--- src/rtl/regfile_mp.sv ---
// rtl/regfile_mp.sv - two-write, two-read register file with a clear sweep FSM
module regfile_mp #(
    parameter int DATA_W   = 32,
    parameter int ADDR_W   = 5,
    parameter int NUM_REGS = 32,
    parameter bit ZERO_REG = 1'b1
) (
    input  logic              clk,
    input  logic              rst,
    input  logic              we0,
    input  logic              we1,
    input  logic [ADDR_W-1:0] waddr0,
    input  logic [ADDR_W-1:0] waddr1,
    input  logic [DATA_W-1:0] wdata0,
    input  logic [DATA_W-1:0] wdata1,
    input  logic [ADDR_W-1:0] raddr_a,
    input  logic [ADDR_W-1:0] raddr_b,
    output logic [DATA_W-1:0] rdata_a,
    output logic [DATA_W-1:0] rdata_b,
    input  logic              clr_req,
    output logic              clr_busy
);

    localparam logic [ADDR_W:0]   NREGS = (ADDR_W + 1)'(NUM_REGS);
    localparam logic [ADDR_W-1:0] LAST  = ADDR_W'(NUM_REGS - 1);

    typedef enum logic {IDLE, CLEAR} state_t;

    state_t            state, state_next;
    logic [ADDR_W-1:0] idx, idx_next;
    logic              busy_next;
    logic [DATA_W-1:0] regs [NUM_REGS];
    logic              ok0, ok1;

    // A write qualifies only in IDLE, in range, and not aimed at a hardwired zero register.
    assign ok0 = we0 && ({1'b0, waddr0} < NREGS) && !(ZERO_REG && (waddr0 == '0))
                 && (state == IDLE) && !rst;
    assign ok1 = we1 && ({1'b0, waddr1} < NREGS) && !(ZERO_REG && (waddr1 == '0))
                 && (state == IDLE) && !rst;

    always_comb begin
        state_next = state;
        idx_next   = idx;
        case (state)
            IDLE: begin
                if (clr_req) begin
                    state_next = CLEAR;
                    idx_next   = '0;
                end
            end
            CLEAR: begin
                if (idx == LAST) begin
                    state_next = IDLE;
                    idx_next   = '0;
                end else begin
                    idx_next = idx + 1'b1;
                end
            end
            default: begin
                state_next = IDLE;
                idx_next   = '0;
            end
        endcase
        busy_next = (state_next == CLEAR);
    end

    always_ff @(posedge clk or posedge rst) begin
        if (rst) begin
            state    <= IDLE;
            idx      <= '0;
            clr_busy <= 1'b0;
        end else begin
            state    <= state_next;
            idx      <= idx_next;
            clr_busy <= busy_next;
        end
    end

    // Port 1 is assigned last so it wins a same-address collision.
    always_ff @(posedge clk or posedge rst) begin
        if (rst) begin
            for (int i = 0; i < NUM_REGS; i++) regs[i] <= '0;
        end else if (state == CLEAR) begin
            for (int i = 0; i < NUM_REGS; i++) begin
                if (idx == i[ADDR_W-1:0]) regs[i] <= '0;
            end
        end else begin
            for (int i = 0; i < NUM_REGS; i++) begin
                if (ok0 && (waddr0 == i[ADDR_W-1:0])) regs[i] <= wdata0;
                if (ok1 && (waddr1 == i[ADDR_W-1:0])) regs[i] <= wdata1;
            end
        end
    end

    always_comb begin
        rdata_a = '0;
        for (int i = 0; i < NUM_REGS; i++) begin
            if (raddr_a == i[ADDR_W-1:0]) rdata_a = regs[i];
        end
        if (ok0 && (waddr0 == raddr_a)) rdata_a = wdata0;
        if (ok1 && (waddr1 == raddr_a)) rdata_a = wdata1;
        if (rst || clr_busy) rdata_a = '0;
    end

    always_comb begin
        rdata_b = '0;
        for (int i = 0; i < NUM_REGS; i++) begin
            if (raddr_b == i[ADDR_W-1:0]) rdata_b = regs[i];
        end
        if (ok0 && (waddr0 == raddr_b)) rdata_b = wdata0;
        if (ok1 && (waddr1 == raddr_b)) rdata_b = wdata1;
        if (rst || clr_busy) rdata_b = '0;
    end

endmodule

--- config.mk ---
export PLATFORM = sky130hd
export DESIGN_NAME = regfile_mp
export DESIGN_NICKNAME = d
export VERILOG_FILES = /design/src/rtl/regfile_mp.sv
export SDC_FILE = /design/constraint.sdc
export NUM_CORES = 2
export LEC_CHECK = 0
export ABC_AREA = 1
export ABC_CLOCK_PERIOD_IN_PS = 37500
export BUFFER_PORTS_ARGS = -buffer_cell sky130_fd_sc_hd__buf_2
export CAP_MARGIN = 0
export CORE_MARGIN = 2
export CORE_UTILIZATION = 40
export DETAILED_ROUTE_END_ITERATION = 7
export HOLD_SLACK_MARGIN = 0.03
export PLACE_DENSITY_LB_ADDON = 0.05
export SLEW_MARGIN = 10
export SYNTH_ARGS = -nofsm -noshare
export SYNTH_HDL_FRONTEND = slang
export SYNTH_SLANG_ARGS = --single-unit
--- constraint.sdc ---
create_clock -name clk -period 37.5 [get_ports clk]
set_input_delay 5.625 -clock clk [delete_from_list [all_inputs] [get_ports clk]]
set_output_delay 5.625 -clock clk [all_outputs]
set_load 0.02 [all_outputs]
==> out/qor.csv <==
stage,metric,value,unit
outcome,outcome,"complete, no violations",
clock_network,post-CTS sizing,0,
placed_design,gpl congestion,1.031,
hold_path,HP Class,reg2reg,
power_and_ir_drop,Leak,0.03054,uW
worst_setup_path,crit path DAT,10.57,ns
worst_setup_path,R2R cell count,12,
power_and_ir_drop,Power Dens Cells,60.80,mW/mm^2
logic_synthesis,Post-synth EDFFs,0,
clock_network,Hold Buf Count CTS,0,
logic_synthesis,Yosys top cell area share,0.3790,
worst_setup_path,Worst Setup SP,raddr_b[4],
layout,area grow syn2layout,9.366,%
clock_network,CTS tree,done,
worst_setup_path,Max Fanout on Critical Path,46,
logic_synthesis,Commonest cells post-synth,"nand2_1, o21ai_0, a21oi_1, dfrtp_1, inv_1",
logic_synthesis,number of synthesis warnings,0,
power_and_ir_drop,"IR drop worst, VDD",0.00004939,V
sta,Max Freq,0.06175,GHz
sta,crit share post-route,0.4319,
clock_network,CTS Buf Count,134,
floorplanning,die height,416.3,um
sta,Worst Skew,0.03252,ns
clock_network,CTS Buffer Depth,3,
layout,ratio of cells with drive above 1 in the final layout,0.07873,
logic_synthesis,top-count cell post-synth,nand2_1,
layout,non-filler instance count after layout,12053,
global_routing,largest net degree at the start of global routing,151,
logic_synthesis,Area contributors post-synth,"dfrtp_1, nand2_1, o21ai_0, a21oi_1, o211ai_1",
global_routing,"Remaining Overflow, GRT",0,
detailed_routing,routed vias/inst,6.126,
logic_synthesis,Synth Register Bits,1030,
sta,setup tns final,0,ns
job,number of max-cap violations,0,
floorplanning,Core Box Area,0.1691,mm^2
sta,Least-Margin Pin Slew,1.310,ns
logic_synthesis,Syn Inst Count,10144,
sta,Final Max Slew Viols,0,
sta,final setup vio count,0,
global_routing,initial antenna violation count,30,
worst_setup_path,CP endpoint,rdata_b[18],
detailed_routing,initial drt markers,9746,
global_routing,first-pass GRT wire length,485.3,mm
worst_setup_path,endpoint type of the worst setup path,primary output,
logic_synthesis,largest area contributor in the netlist,dfrtp_1,
sta,Rel. slew slack,0.1175,
clock_network,Worst-path clk slew,0.05,ns
placed_design,placed cells,11797,
sta,final critical-path required period,16.19,ns
worst_setup_path,Critical R2R Launch,state,
logic_synthesis,syn nets,10239,
worst_setup_path,Worst setup SP type,primary input,
clock_network,CTS H-Tree Depth,4,
logic_synthesis,"Top FF cell, synth",dfrtp_1,
worst_setup_path,Worst EP required,31.87,ns
placed_design,IO buf count,153,
floorplanning,Initial Util,0.4022,
logic_synthesis,sequential area share after synthesis,0.3790,
detailed_routing,final WL,333.6,mm
logic_synthesis,count of cell types in the netlist,53,
floorplanning,Die Area,0.1733,mm^2
logic_synthesis,synthesized area per cell,6.704,um^2
floorplanning,Row Count,151,
floorplanning,Die X,416.3,um
floorplanning,IO Count,154,
detailed_routing,number of iterations in the first detailed-routing pass,6,
detailed_routing,Wirelength per Cell,27.67,um
clock_network,CTS Sinks,1030,
layout,nets@finish,9810,
clock_network,setup bufs post-CTS,0,
detailed_routing,Final ANT Viol Nets,0,
logic_synthesis,Netlist Area Pre-Place,0.06801,mm^2
detailed_routing,vias,73832,
clock_network,worst skew pair latency,0.81,ns
detailed_routing,Residual DRC,0,
global_routing,vias in the first global route,68067,
sta,RSZ-0062 raised after global routing,false,
worst_setup_path,WS Path Type,in2out,
worst_setup_path,reg-to-reg critical path endpoint,regs[16],
global_routing,GRT Overall Usage,0.3759,
logic_synthesis,asr flop ratio synth,1.000,
placed_design,hpwl dp,214.6,mm
worst_setup_path,flop-to-flop setup slack,32.66,ns
sta,Final Hold Viols,0,
clock_network,CTS root buf,clkbuf_16,
==> state kept, by name, summed over array words and instances, names as in the netlist <==
signal	cells
regs	1024
state	1
idx	5
==> layout make-up <==
type / count / area (um^2)
Inverter: 966 / 3650
Clock inverter: 33 / 382.9
Timing Repair Buffer: 371 / 2440
Clock buffer: 206 / 4069
Tap cell: 2218 / 2775
Multi-Input combinational cell: 7212 / 35240
Antenna cell: 17 / 42.54
Fill cell: 17445 / 94720
Sequential cell: 1030 / 25780
==> per-layer routing <==
layer	up-vias	routed length, um	global-route usage
met2	4126	144800	0.5636
met3	707	32940	0.07612
met1	35965	138500	0.5156
met5	-	72	0
li1	33022	-	-
met4	12	17230	0.1838
==> critical path, stage by stage <==
cell and delay (ns):
buf_2 0.48, inv_2 0.41, nand3_4 0.17, buf_4 0.59, inv_2 0.36, nand2_1 0.14
o211ai_1 0.09, nor2_1 0.16, nand4_1 0.11, nor2_1 0.12, nand4_1 0.13, nor2_1 0.12
nand4_1 0.15, nand2_1 0.10, nand4_1 0.14, nor2_1 0.20, nand4_1 0.11, nor2_1 0.21
nand4_1 0.18, nor2_1 0.15, nand4_1 0.15, nand2_1 0.10, a21oi_1 0.24, buf_2 0.26
==> stage by stage <==
step | utilization | setup slack, ns | hold slack, ns | power (uW) | area (um^2)
6_report | 0.4399 | 21.31 | 0.4874 | 4522 | 74380
5_1_grt | 0.4398 | 21.13 | 0.5082 | 4768 | 74360
4_1_cts | 0.4396 | 21.49 | 0.4880 | 4503 | 74340
3_5_place_dp | 0.4133 | 21.55 | 0.4729 | 3150 | 69880
3_3_place_gp | 0.4133 | 21.46 | 0.4672 | 3117 | 69880
2_1_floorplan | - | 2.888 | 0.4530 | 2657 | 68010
==> cells in the final DEF (no fill, tap or decap), types with 15 or more instances in the layout <==
cell | netlist | final
a21oi_1 | 1138 | 1136
o21ai_1 | 43 | 43
nand2_1 | 2462 | 2454
nor2_1 | 916 | 885
nand4_1 | 347 | 347
buf_2 | 79 | 153
o22ai_1 | 102 | 102
clkbuf_16 | 0 | 138
or2_2 | 22 | 22
nor2_2 | 11 | 37
nand3_1 | 186 | 181
inv_2 | 37 | 51
clkinv_2 | 0 | 21
clkbuf_8 | 0 | 36
o21ai_0 | 1159 | 1159
inv_1 | 921 | 900
clkbuf_1 | 772 | 32
diode_2 | 0 | 17
buf_4 | 17 | 215
o211ai_1 | 695 | 695
nor3_1 | 15 | 15
dfrtp_1 | 1030 | 1029
==> power by group <==
group	total, uW	switching, uW	leakage [uW]	internal [uW]
sequential	1840	305	0.0135	1530
clock	1350	560	0.00221	788
combinational	1340	958	0.0148	379
==> cell families after synthesis <==
logic type | synth area share
AND/OR/NAND/NOR | 0.2430
AO/OA/AOI/OAI | 0.2665
buffers and inverters | 0.1083
flip-flops | 0.3790
XOR/XNOR | 0.002061
adder cells (fa/ha/maj) | 0.001104
==> worst min-delay path by stage <==
stage	start	end	slack, ns	depth (start not counted)
after floorplan	regs[549]	regs[549]	0.45	2
after global placement	regs[554]	regs[554]	0.47	2
after detailed placement	regs[957]	regs[957]	0.47	2
after CTS	regs[957]	regs[957]	0.49	2
after global routing	regs[577]	regs[577]	0.51	2
final	regs[554]	regs[554]	0.49	2
(Power assumes the default switching activity.)
